## config.mk

```make
export PLATFORM = sky130hd
export DESIGN_NAME = fast_square_freq_stepper
export DESIGN_NICKNAME = d
export VERILOG_FILES = /design/src/rtl/fast_square_pkg.sv /design/src/rtl/fast_square_pulse_qualifier.sv /design/src/rtl/fast_square_freq_stepper.sv
export SDC_FILE = /design/constraint.sdc
export NUM_CORES = 1
export LEC_CHECK = 0
export BUFFER_PORTS_ARGS = -buffer_cell sky130_fd_sc_hd__buf_4
export CORE_AREA = 2 2 71 73
export CTS_BUF_LIST = sky130_fd_sc_hd__clkbuf_8 sky130_fd_sc_hd__clkbuf_16
export CTS_CLUSTER_DIAMETER = 30
export DETAILED_ROUTE_END_ITERATION = 10
export DIE_AREA = 0 0 73 75
export HOLD_SLACK_MARGIN = 0.06
export PLACE_DENSITY = 0.74
export SYNTH_ARGS = -nofsm -noshare
export SYNTH_HDL_FRONTEND = slang
export SYNTH_SLANG_ARGS = --single-unit
```

## constraint.sdc

```tcl
create_clock -name clock -period 1.89 [get_ports clock]
set_clock_uncertainty 0.15 [all_clocks]
set_input_delay 0.378 -clock clock [delete_from_list [all_inputs] [get_ports clock]]
set_output_delay 0.378 -clock clock [all_outputs]
set_load 0.01 [all_outputs]
```

## src/rtl/fast_square_pkg.sv

```systemverilog
// Shared constants for the fast-square frequency stepper and its sweep controller.
package fast_square_pkg;

   typedef enum logic [1:0] {
      ST_IDLE   = 2'd0,
      ST_STEP   = 2'd1,
      ST_SETTLE = 2'd2
   } state_e;

   localparam int unsigned FREQ_W             = 32;
   localparam int unsigned IDX_W              = 8;
   localparam int unsigned DEF_NUM_FREQ_STEPS = 32;
   localparam int unsigned DEF_SETTLE_TICKS   = 640;
   localparam int unsigned DEF_MIN_HIGH       = 4;

endpackage

```

## src/rtl/fast_square_pulse_qualifier.sv

```systemverilog
// Synchronises the raw step line and emits one step_event per high period
// lasting at least MIN_HIGH synchronised cycles.
module fast_square_pulse_qualifier #(
   parameter int unsigned MIN_HIGH = 4
) (
   input  logic clk,
   input  logic rst_n,
   input  logic pulse_in,
   output logic step_event
);

   localparam int unsigned CNT_W = $clog2(MIN_HIGH + 1);

   logic             meta_q, meta_d;
   logic             sync_q, sync_d;
   logic [CNT_W-1:0] cnt_q, cnt_d;

   always_comb begin
      meta_d = pulse_in;
      sync_d = meta_q;
      cnt_d  = '0;
      if (sync_q) begin
         cnt_d = (cnt_q == CNT_W'(MIN_HIGH)) ? cnt_q : cnt_q + CNT_W'(1);
      end
   end

   // Fires on the cycle the high count reaches MIN_HIGH, once per high period.
   assign step_event = sync_q && (cnt_q == CNT_W'(MIN_HIGH - 1));

   always_ff @(posedge clk or negedge rst_n) begin
      if (!rst_n) begin
         meta_q <= 1'b0;
         sync_q <= 1'b0;
         cnt_q  <= '0;
      end else begin
         meta_q <= meta_d;
         sync_q <= sync_d;
         cnt_q  <= cnt_d;
      end
   end

endmodule

```

## src/rtl/fast_square_freq_stepper.sv

```systemverilog
// LO tuning-word sequencer: one step per qualified pulse, settle plus PLL lock,
// wrap to base with a resync pulse after the last step.
module fast_square_freq_stepper
   import fast_square_pkg::*;
#(
   parameter int unsigned       NUM_FREQ_STEPS = DEF_NUM_FREQ_STEPS,
   parameter logic [FREQ_W-1:0] FREQ_BASE      = 32'h0400_0000,
   parameter logic [FREQ_W-1:0] FREQ_INCR      = 32'h0010_0000,
   parameter int unsigned       MIN_HIGH       = DEF_MIN_HIGH,
   parameter int unsigned       SETTLE_TICKS   = DEF_SETTLE_TICKS
) (
   input  logic              clock,
   input  logic              reset,
   input  logic              freq_step_in,
   input  logic              pll_locked,
   output logic [FREQ_W-1:0] freq_word,
   output logic              freq_word_valid,
   output logic [IDX_W-1:0]  step_index,
   output logic              settled,
   output logic              freq_step_reset_out,
   output logic              overrun,
   output logic [3:0]        debug
);

   localparam int unsigned SCNT_W = $clog2(SETTLE_TICKS + 1);

   logic step_event;

   state_e              state_q, state_d;
   logic                pending_q, pending_d;
   logic                overrun_q, overrun_d;
   logic [FREQ_W-1:0]   freq_word_q, freq_word_d;
   logic [IDX_W-1:0]    step_index_q, step_index_d;
   logic                valid_q, valid_d;
   logic                wrap_q, wrap_d;
   logic                settled_q, settled_d;
   logic [SCNT_W-1:0]   settle_cnt_q, settle_cnt_d;
   logic                lock_meta_q, lock_meta_d;
   logic                lock_sync_q, lock_sync_d;

   fast_square_pulse_qualifier #(
      .MIN_HIGH (MIN_HIGH)
   ) u_qualifier (
      .clk        (clock),
      .rst_n      (reset),
      .pulse_in   (freq_step_in),
      .step_event (step_event)
   );

   always_comb begin
      state_d      = state_q;
      pending_d    = pending_q | step_event;
      overrun_d    = overrun_q;
      freq_word_d  = freq_word_q;
      step_index_d = step_index_q;
      valid_d      = 1'b0;
      wrap_d       = 1'b0;
      settle_cnt_d = settle_cnt_q;
      lock_meta_d  = pll_locked;
      lock_sync_d  = lock_meta_q;

      case (state_q)
         // The step outputs are registered on entry to STEP so the strobe is high during STEP.
         ST_IDLE: begin
            if (pending_q) begin
               state_d   = ST_STEP;
               pending_d = step_event;
               valid_d   = 1'b1;
               if (step_index_q == IDX_W'(NUM_FREQ_STEPS - 1)) begin
                  step_index_d = '0;
                  freq_word_d  = FREQ_BASE;
                  wrap_d       = 1'b1;
               end else begin
                  step_index_d = step_index_q + IDX_W'(1);
                  freq_word_d  = freq_word_q + FREQ_INCR;
               end
            end
         end
         ST_STEP: begin
            state_d      = ST_SETTLE;
            settle_cnt_d = '0;
         end
         ST_SETTLE: begin
            if (settle_cnt_q >= SCNT_W'(SETTLE_TICKS - 1)) begin
               if (lock_sync_q) begin
                  state_d = ST_IDLE;
               end
            end else begin
               settle_cnt_d = settle_cnt_q + SCNT_W'(1);
            end
         end
         default: state_d = ST_IDLE;
      endcase

      // A second event is lost only when the held one is not being consumed this cycle.
      if (step_event && pending_q && !((state_q == ST_IDLE) && (state_d == ST_STEP))) begin
         overrun_d = 1'b1;
      end

      settled_d = (state_q == ST_IDLE) && (state_d == ST_IDLE) && lock_sync_q;
   end

   always_ff @(posedge clock or negedge reset) begin
      if (!reset) begin
         state_q      <= ST_IDLE;
         pending_q    <= 1'b0;
         overrun_q    <= 1'b0;
         freq_word_q  <= FREQ_BASE;
         step_index_q <= '0;
         valid_q      <= 1'b0;
         wrap_q       <= 1'b0;
         settled_q    <= 1'b0;
         settle_cnt_q <= '0;
         lock_meta_q  <= 1'b0;
         lock_sync_q  <= 1'b0;
      end else begin
         state_q      <= state_d;
         pending_q    <= pending_d;
         overrun_q    <= overrun_d;
         freq_word_q  <= freq_word_d;
         step_index_q <= step_index_d;
         valid_q      <= valid_d;
         wrap_q       <= wrap_d;
         settled_q    <= settled_d;
         settle_cnt_q <= settle_cnt_d;
         lock_meta_q  <= lock_meta_d;
         lock_sync_q  <= lock_sync_d;
      end
   end

   assign freq_word           = freq_word_q;
   assign freq_word_valid     = valid_q;
   assign step_index          = step_index_q;
   assign settled             = settled_q;
   assign freq_step_reset_out = wrap_q;
   assign overrun             = overrun_q;
   assign debug               = {2'b00, state_q};

endmodule
```

==> run summary, run 1 <==
Die area = 5480 um2
Max-cap violations = 0
Crit end category = flip-flop
Worst-Margin Slew = 0.535 ns
Top achievable clock speed = 545 MHz
Post-synth EDFFs = 0
Pwr Total = 0.00229 W
Slew Limit Headroom = 64.4%
Final setup violation count = 0
Fin worst setup slack = 0.0562 ns
Crit-path leading delay family = simple AND/OR/NAND/NOR gates
Tcrit/Tclk final = 97.0%
Clock sinks = 44
Die Span X = 73 um
Commonest non-fill, non-tap cell in the layout = dfrtp_1
CTS tree = done
Post-Route WL = 4040 um
Core box area = 4660 um2
Design area = 2630 um2
Nets = 263
Async S/R FF share, synth = 100%
First-pass GRT wire length = 6870 um
Final hold violations = 0
Hold Crit Class = flip-flop to flip-flop
Yosys top cell by area = dfrtp_1
Clock Tree Buf Depth = 2
Antenna-violating nets left = 0
Clk slew on worst S/H paths = 0.08 ns
Synth area leaders = dfrtp_1 49%, buf_4 7.9%, xnor2_1 4.8%
YS warnings = 0
Initial antenna violation count = 0
Worst vdd ir = 535 uV
Netlist Area Pre-Place = 2190 um2
Ys flop type = dfrtp_1
RSZ-0062 raised after global routing = true
Standard-cell rows = 25
Area growth, synth to finish = 20.0%
Final GP Congestion = 0.902
Clock Latency Late Sink = 0.30 ns
Dpl cell area = 2480 um2
Dpl hpwl = 2920 um
Drt drc = 0
Crit path time final = 1.83 ns
Die Ht = 75 um
Vias per std cell = 5.19
Crit path buf inv count = 1
Register area share after synthesis = 50.3%
Routed via count = 1597
Area share of the largest cell type after synthesis = 49.1%
#FFs+latches synth = 44
Initial DRC Count = 75
Syn avg cell area = 10.6 um2
N_diodes = 0
DR WL/cell = 13.1 um
Status = complete, no violations
GRT overflow = 0
Cells after Synth = 207
GR Util All Layers = 16.4%
CTS Buf Count = 5
Critical path class = flip-flop to flip-flop
Crit path cell chain = buf_4, nor2b_1, o211ai_2, or4_1, a21boi_0
Slowest-stage cell, CP = or4_1
Slew Limit Fails = 0
Final core occ = 56.4%
Nature of the critical path startpoint = flip-flop
Pre-Repair DR Iteration Count = 4
CTS root buf = clkbuf_8
Most frequent cells in the layout = 43 x dfrtp_1, 40 x buf_4, 22 x conb_1
Post-Place Worst Slack = 0.0688 ns
CP max FO = 7
Pwr per Cell Area = 872 nW/um2
Starting Density = 47.0%
Htree depth = 2
Worst path max stage delay = 0.50 ns
Largest net degree at the start of global routing = 45
Post-CTS setup buffer count = 0
Top-level port count = 52
Required @ worst endpoint = 1.96 ns
Distinct cells, synth = 41
Leak pwr = 1.32 nW
Port bufs = 29
Share of cells above drive strength 1 = 23.2%
Vias in the first global route = 1435
CP Data Arrival Time = 1.90 ns
## cell usage after synthesis (all sizes together) (2+ instances only)
master,count
a211o,3
a21boi,3
a22o,2
and2,2
and3,3
buf,27
dfrtp,43
ha,6
inv,7
nand2,20
nand2b,2
nand3,7
nand4,11
nor2,13
nor3,4
nor3b,2
nor4,5
nor4b,2
o21ai,8
o311ai,2
o31ai,2
o41ai,2
or2,2
xnor2,12
xor2,5
## metrics by stage
step / hold WS [ns] / std cells / TNS (ns)
after global routing: 0.209 / 308 / -0.0872
after global placement: 0.182 / 297 / 0
final: 0.204 / 308 / 0
after detailed placement: 0.198 / 297 / 0
after floorplan: -0.0676 / 228 / 0
after CTS: 0.210 / 308 / 0
## logic make-up (layout without fill, tap and decap cells)
group / count (synthesis) / after routing / share of synthesized area (%)
muxes: 1 / 1 / 0.457
AOI/OAI and AO/OA: 26 / 26 / 8.62
buffers and inverters: 34 / 60 / 10.3
other: 1 / 22 / 0.171
xor gates and xnor gates: 17 / 17 / 6.80
adders and majority gates: 6 / 6 / 3.43
DFF: 44 / 44 / 50.3
and+or+nand+nor: 78 / 78 / 19.9
## what timing repair did
item	CTS	global route
hold buffers	3	0
hold endpoints to repair	45	0
setup endpoints to repair	0	5
resized for setup	0	7
## routing by layer
| metal | vias up | global-route usage [%] | part of all wire (%) |
|---|---|---|---|
| met5 | - | 0 | 0 |
| met4 | 0 | 7.20 | 1.7 |
| met3 | 5 | 4.15 | 3.9 |
| met2 | 42 | 25.1 | 48 |
| met1 | 785 | 22.3 | 46 |
| li1 | 765 | - | - |
## area by class of cell
class                      count  area (um2)
inverter                       7        26.3
multi-input combinational    150         972
clock inverter                 2        7.51
clock buffer                   6        82.6
tap                           54        67.6
sequential                    44        1100
fill                         404        2030
timing repair buffer          45         370
## power by group
part	switching [W]	total (W)	internal [W]
combinational	0.000230	0.000455	0.000226
sequential	0.000155	0.00124	0.00109
clock	0.000306	0.000594	0.000287
total	0.000691	0.00229	0.00160
## state kept, by name, summed over array words and instances, names as in the netlist, 2 cells and up
signal / flops
freq_word: 12
settle_cnt_q: 10
state_q: 2
step_index: 8
u_qualifier.cnt_q: 3
## final timing paths
path	cells after the start	start	endpoint	slack (ns)
max	5	state_q[1]$_DFF_PN0_	settle_cnt_q[7]$_DFFE_PN0P_	0.06
min	0	u_qualifier.meta_q$_DFF_PN0_	u_qualifier.sync_q$_DFF_PN0_	0.20
max reg2reg	5	state_q[1]$_DFF_PN0_	settle_cnt_q[7]$_DFFE_PN0P_	0.06
min reg2reg	0	u_qualifier.meta_q$_DFF_PN0_	u_qualifier.sync_q$_DFF_PN0_	0.20
max in group asynchronous	2	reset	freq_word[26]$_DFFE_PN1P_	0.75
min in group asynchronous	2	reset	settle_cnt_q[5]$_DFFE_PN0P_	0.46
(Power assumes the default switching activity.)
==> run 2, diff against run 1 <==
CORE_AREA = 2 2 68 76   (was 2 2 71 73)
DIE_AREA = 0 0 70 78   (was 0 0 73 75)
==> run summary, run 2 (same netlist as run 1, synthesis figures left out) <==
Standard-cell rows = 26 (was 25)
Drt drc = 0 (unchanged)
R2R Path End = freq_word[31]$_DFFE_PN0P_ (was settle_cnt_q[7]$_DFFE_PN0P_)
Clock sinks = 44 (unchanged)
First-pass GRT wire length = 6820 um (was 6870 um)
Post-CTS setup buffer count = 0 (unchanged)
Worst vdd ir = 613 uV (was 535 uV)
Area growth, synth to finish = 21.1% (was 20.0%)
Clock Latency Late Sink = 0.29 ns (was 0.30 ns)
Fin worst setup slack = 0.0744 ns (was 0.0562 ns)
Post-Route WL = 4030 um (was 4040 um)
Clock Tree Buf Depth = 2 (unchanged)
CTS tree = done (unchanged)
Slew Limit Headroom = 59.3% (was 64.4%)
CTS Buf Count = 5 (unchanged)
Nature of the critical path startpoint = flip-flop (unchanged)
Combinational share of power = 19.0% (was 19.9%)
Slew Limit Fails = 0 (unchanged)
Status = complete, no violations (unchanged)
Final GP Congestion = 0.808 (was 0.902)
CP max FO = 13 (was 7)
N_diodes = 0 (unchanged)
RSZ-0062 raised after global routing = true (unchanged)
Pwr per Cell Area = 897 nW/um2 (was 872 nW/um2)
Hold Crit Class = flip-flop to flip-flop (unchanged)
GR Util All Layers = 15.8% (was 16.4%)
Most frequent cells in the layout = 43 x dfrtp_1, 41 x buf_4, 22 x conb_1 (was 43 x dfrtp_1, 40 x buf_4, 22 x conb_1)
FILL cells = 422 (was 404)
Crit end category = flip-flop (unchanged)
Antenna-violating nets left = 0 (unchanged)
Final setup violation count = 0 (unchanged)
Die Span X = 70 um (was 73 um)
Routed via count = 1567 (was 1597)
Clk slew on worst S/H paths = 0.08 ns (about the same)
Required @ worst endpoint = 1.93 ns (was 1.96 ns)
R2r setup slk = 0.07 ns (was 0.06 ns)
Starting Density = 47.4% (was 47.0%)
Tcrit/Tclk final = 96.1% (was 97.0%)
Nets = 263 (unchanged)
Htree depth = 2 (unchanged)
Crit path to = freq_word[31]$_DFFE_PN0P_ (was settle_cnt_q[7]$_DFFE_PN0P_)
Reg2reg path depth = 5 (unchanged)
Die area = 5460 um2 (was 5480 um2)
Top achievable clock speed = 551 MHz (was 545 MHz)
Final hold violations = 0 (unchanged)
Post-Place Worst Slack = 0.0337 ns (was 0.0688 ns)
Switching share of total power = 28.6% (was 30.2%)
Leak pwr = 1.34 nW (was 1.32 nW)
Share of cells above drive strength 1 = 24.0% (was 23.2%)
Largest net degree at the start of global routing = 45 (unchanged)
DR WL/cell = 13.0 um (was 13.1 um)
Dpl hpwl = 2860 um (was 2920 um)
Pre-Repair DR Iteration Count = 4 (unchanged)
Port bufs = 29 (unchanged)
Switch Pwr = 0.000681 W (was 0.000691 W)
Flop pwr share = 52.0% (was 54.2%)
Initial DRC Count = 97 (was 75)
Core box area = 4620 um2 (was 4660 um2)
Initial antenna violation count = 0 (unchanged)
Worst-Margin Slew = 0.609 ns (was 0.535 ns)
CTS root buf = clkbuf_8 (unchanged)
Crit path time final = 1.82 ns (was 1.83 ns)
Max-cap violations = 0 (unchanged)
Vias per std cell = 5.05 (was 5.19)
Critical path startpoint = state_q[1]$_DFF_PN0_ (unchanged)
GRT overflow = 0 (unchanged)
Clock power share = 29.0% (was 25.9%)
Die Ht = 78 um (was 75 um)
Commonest non-fill, non-tap cell in the layout = dfrtp_1 (unchanged)
Final std cells w/o fill = 310 (was 308)
Pint = 0.00170 W (was 0.00160 W)
Vias in the first global route = 1471 (was 1435)
Max reg flops = 12 (unchanged)
Placed Cells = 299 (was 297)
Top-level port count = 52 (unchanged)
Critical path class = flip-flop to flip-flop (unchanged)
Hold Path Depth = 0 (unchanged)
Reg2reg start = state_q[1]$_DFF_PN0_ (unchanged)
CP Data Arrival Time = 1.85 ns (was 1.90 ns)
run 2: worst max-delay path: stages (launching register included):
cell,delay [ns]
dfrtp_1,0.39
or3b_1,0.42
buf_4,0.23
nor4_2,0.32
xnor2_1,0.15
nor2_1,0.05
run 2: cell type report:
| type | instances | area, um2 | share of cell area [%] |
|---|---|---|---|
| Timing Repair Buffer | 45 | 358 | 13.5 |
| Multi-Input combinational cell | 150 | 988 | 37.3 |
| Clock buffer | 5 | 68.8 | 2.59 |
| Sequential cell | 44 | 1100 | 41.6 |
| Clock inverter | 3 | 38.8 | 1.46 |
| Tap cell | 56 | 70.1 | 2.64 |
| Inverter | 7 | 26.3 | 0.991 |
run 2: routing by layer:
layer / track usage [%] / wire length (um)
met3: 4.16 / 172
met4: 6.15 / 61
met1: 19.2 / 1790
met5: 0 / 0
met2: 26.9 / 2010
run 2: worst min path at each step:
stage | slack (ns) | endpoint | start
finish | 0.20 | lock_sync_q$_DFF_PN0_ | lock_meta_q$_DFF_PN0_
global route | 0.21 | lock_sync_q$_DFF_PN0_ | lock_meta_q$_DFF_PN0_
floorplan | -0.07 | freq_step_reset_out$_DFF_PN0_ | reset
global placement | 0.18 | u_qualifier.sync_q$_DFF_PN0_ | u_qualifier.meta_q$_DFF_PN0_
detailed placement | 0.18 | lock_sync_q$_DFF_PN0_ | lock_meta_q$_DFF_PN0_
CTS | 0.20 | lock_sync_q$_DFF_PN0_ | lock_meta_q$_DFF_PN0_
run 2: what timing repair did:
item | CTS | global route
gates resized for setup | 0 | 9
setup endpoints to repair | 0 | 8
hold buffers | 3 | 0
endpoints found under the hold margin | 45 | 0
run 2: power groups by stage:
| stage | logic (W) | registers, W | clock network (W) |
|---|---|---|---|
| finish | 0.000453 | 0.00124 | 0.000690 |
| detailed placement | 0.000454 | 0.00125 | 0 |
| floorplan | 0.000324 | 0.00124 | 0 |
| global route | 0.000534 | 0.00126 | 0.000751 |
| CTS | 0.000462 | 0.00123 | 0.000715 |
| global placement | 0.000436 | 0.00125 | 0 |
run 2: stage by stage:
step	util, %	TNS (ns)	hold WS, ns	power [W]	cell area [um2]
after detailed placement	53.4	0	0.185	0.00171	2470
final	57.4	0	0.198	0.00238	2650
after global routing	57.4	-0.0922	0.207	0.00255	2650
after global placement	53.4	0	0.183	0.00169	2470
after CTS	56.4	0	0.197	0.00241	2610
after floorplan	-	0	-0.0676	0.00157	2270
==> run 3, diff against run 2 <==
CORE_AREA = 8 8 74 82   (was 2 2 68 76)
DIE_AREA = 0 0 82 90   (was 0 0 70 78)
==> run summary, run 3 (same netlist as run 1, synthesis figures left out) <==
Status = complete, no violations (unchanged)
Final GP Congestion = 0.831 (was 0.808)
GR Util All Layers = 13.1% (was 15.8%)
Design area = 2610 um2 (was 2650 um2)
Crit end category = flip-flop (unchanged)
Dpl cell area = 2480 um2 (was 2470 um2)
Setup TNS = 0 ns (unchanged)
Required @ worst endpoint = 1.93 ns (about the same)
Pwr per Cell Area = 889 nW/um2 (was 897 nW/um2)
Nature of the critical path startpoint = flip-flop (unchanged)
Post-Place Worst Slack = 0.0703 ns (was 0.0337 ns)
Crit path time final = 1.82 ns (about the same)
Max reg flops = 12 (unchanged)
Post-Route WL = 4460 um (was 4030 um)
RSZ-0062 raised after global routing = false (was true)
Crit-path leading delay family = simple AND/OR/NAND/NOR gates (unchanged)
Worst-Margin Slew = 0.540 ns (was 0.609 ns)
CP max FO = 7 (was 13)
Routed via count = 1598 (was 1567)
WHS = 0.204 ns (was 0.198 ns)
Slew Limit Fails = 0 (unchanged)
Starting Density = 45.7% (was 47.4%)
Clk slew on worst S/H paths = 0.08 ns (about the same)
GRT overflow = 0 (unchanged)
FILL cells = 458 (was 422)
Top achievable clock speed = 549 MHz (was 551 MHz)
Worst path max stage delay = 0.44 ns (was 0.42 ns)
CTS root buf = clkbuf_8 (unchanged)
Commonest non-fill, non-tap cell in the layout = dfrtp_1 (unchanged)
Antenna-violating nets left = 0 (unchanged)
Max-cap violations = 0 (unchanged)
Vias per std cell = 5.11 (was 5.05)
Initial DRC Count = 78 (was 97)
Final hold violations = 0 (unchanged)
Top-level port count = 52 (unchanged)
Slew Limit Headroom = 64.0% (was 59.3%)
Final setup violation count = 0 (unchanged)
Critical path class = flip-flop to flip-flop (unchanged)
Htree depth = 2 (unchanged)
Slowest-stage cell, CP = or3b_1 (unchanged)
Clock sinks = 44 (unchanged)
First-pass GRT wire length = 7700 um (was 6820 um)
CTS tree = done (unchanged)
Worst vdd ir = 750 uV (was 613 uV)
Share of cells above drive strength 1 = 23.1% (was 24.0%)
DR WL/cell = 14.3 um (was 13.0 um)
Clock Latency Late Sink = 0.30 ns (was 0.29 ns)
Drt drc = 0 (unchanged)
Fin worst setup slack = 0.0680 ns (was 0.0744 ns)
Hold Crit Class = flip-flop to flip-flop (unchanged)
Die Ht = 90 um (was 78 um)
Pre-Repair DR Iteration Count = 4 (unchanged)
CTS Buf Count = 5 (unchanged)
Core box area = 4800 um2 (was 4620 um2)
Crit path buf inv count = 1 (unchanged)
CP Data Arrival Time = 1.86 ns (was 1.85 ns)
Die area = 7380 um2 (was 5460 um2)
Clock Tree Buf Depth = 2 (unchanged)
Leak pwr = 1.30 nW (was 1.34 nW)
N_diodes = 0 (unchanged)
Area growth, synth to finish = 18.9% (was 21.1%)
Initial antenna violation count = 0 (unchanged)
Largest net degree at the start of global routing = 45 (unchanged)
Most frequent cells in the layout = 43 x dfrtp_1, 41 x buf_4, 22 x conb_1 (unchanged)
Crit path cell chain = or3b_1, buf_4, nor4_1, xnor2_1, nor2_1 (was or3b_1, buf_4, nor4_2, xnor2_1, nor2_1)
Standard-cell rows = 27 (was 26)
Dpl hpwl = 3290 um (was 2860 um)
Pwr Total = 0.00232 W (was 0.00238 W)
Vias in the first global route = 1657 (was 1471)
Port bufs = 29 (unchanged)
Die Span X = 82 um (was 70 um)
Tcrit/Tclk final = 96.4% (was 96.1%)
Post-CTS setup buffer count = 0 (unchanged)
Nets = 264 (was 263)
[run 3: cell count changes in the layout (fill, tap and decap cells not counted), sizes merged]
| cell | delta |
|---|---|
| clkinv | +1 |
| inv | -1 |
| clkbuf | +1 |
| buf | +1 |
| bufinv | -1 |
[run 3: worst paths after layout]
path | to | from | slack [ns] | depth (start not counted)
min in group asynchronous | freq_word[22]$_DFFE_PN0P_ | reset | 0.46 | 2
min | lock_sync_q$_DFF_PN0_ | lock_meta_q$_DFF_PN0_ | 0.20 | 0
max in group asynchronous | freq_word[26]$_DFFE_PN1P_ | reset | 0.75 | 2
max reg2reg | freq_word[27]$_DFFE_PN0P_ | state_q[1]$_DFF_PN0_ | 0.07 | 5
max | freq_word[27]$_DFFE_PN0P_ | state_q[1]$_DFF_PN0_ | 0.07 | 5
min reg2reg | lock_sync_q$_DFF_PN0_ | lock_meta_q$_DFF_PN0_ | 0.20 | 0
[run 3: per-stage QoR]
step                      cells  util [%]
after global routing        313      54.3
final                       313      54.3
after detailed placement    302      51.7
after CTS                   313      54.2
after floorplan             228         -
after global placement      302      51.7
[run 3: worst register-to-register path, delay by kind of cell (launching register included)]
kind          cells  cell delay, ns
flops             1            0.38
simple gates      3            0.82
xor+xnor          1            0.17
buf+inv           1            0.20
[run 3: routing by layer]
layer  vias to the layer above  track usage (%)  wire length [um]
li1                        769                -                 -
met1                       786             14.3              1830
met2                        36             22.3              2370
met3                         7             4.28               196
met4                         0             5.13                63
met5                         -                0                 0
[run 3: cell type report]
class	instances	area (um2)	share of cell area [%]
timing repair buffer	46	369	14.2
inverter	7	26.3	1.01
tap	58	72.6	2.79
clock inverter	2	10.0	0.384
sequential	44	1100	42.3
clock buffer	6	82.6	3.17
multi-input combinational	150	942	36.2
[run 3: power breakdown]
group	internal (W)	switching, W	leakage, nW
clock network	0.000292	0.000316	0.0510
logic	0.000225	0.000245	0.676
registers	0.00109	0.000151	0.577
[run 3: repair_timing]
item | CTS | global route
gates resized for setup | 0 | 4
setup endpoints to repair | 0 | 4
endpoints found under the hold margin | 45 | 0
hold buffers | 3 | 0
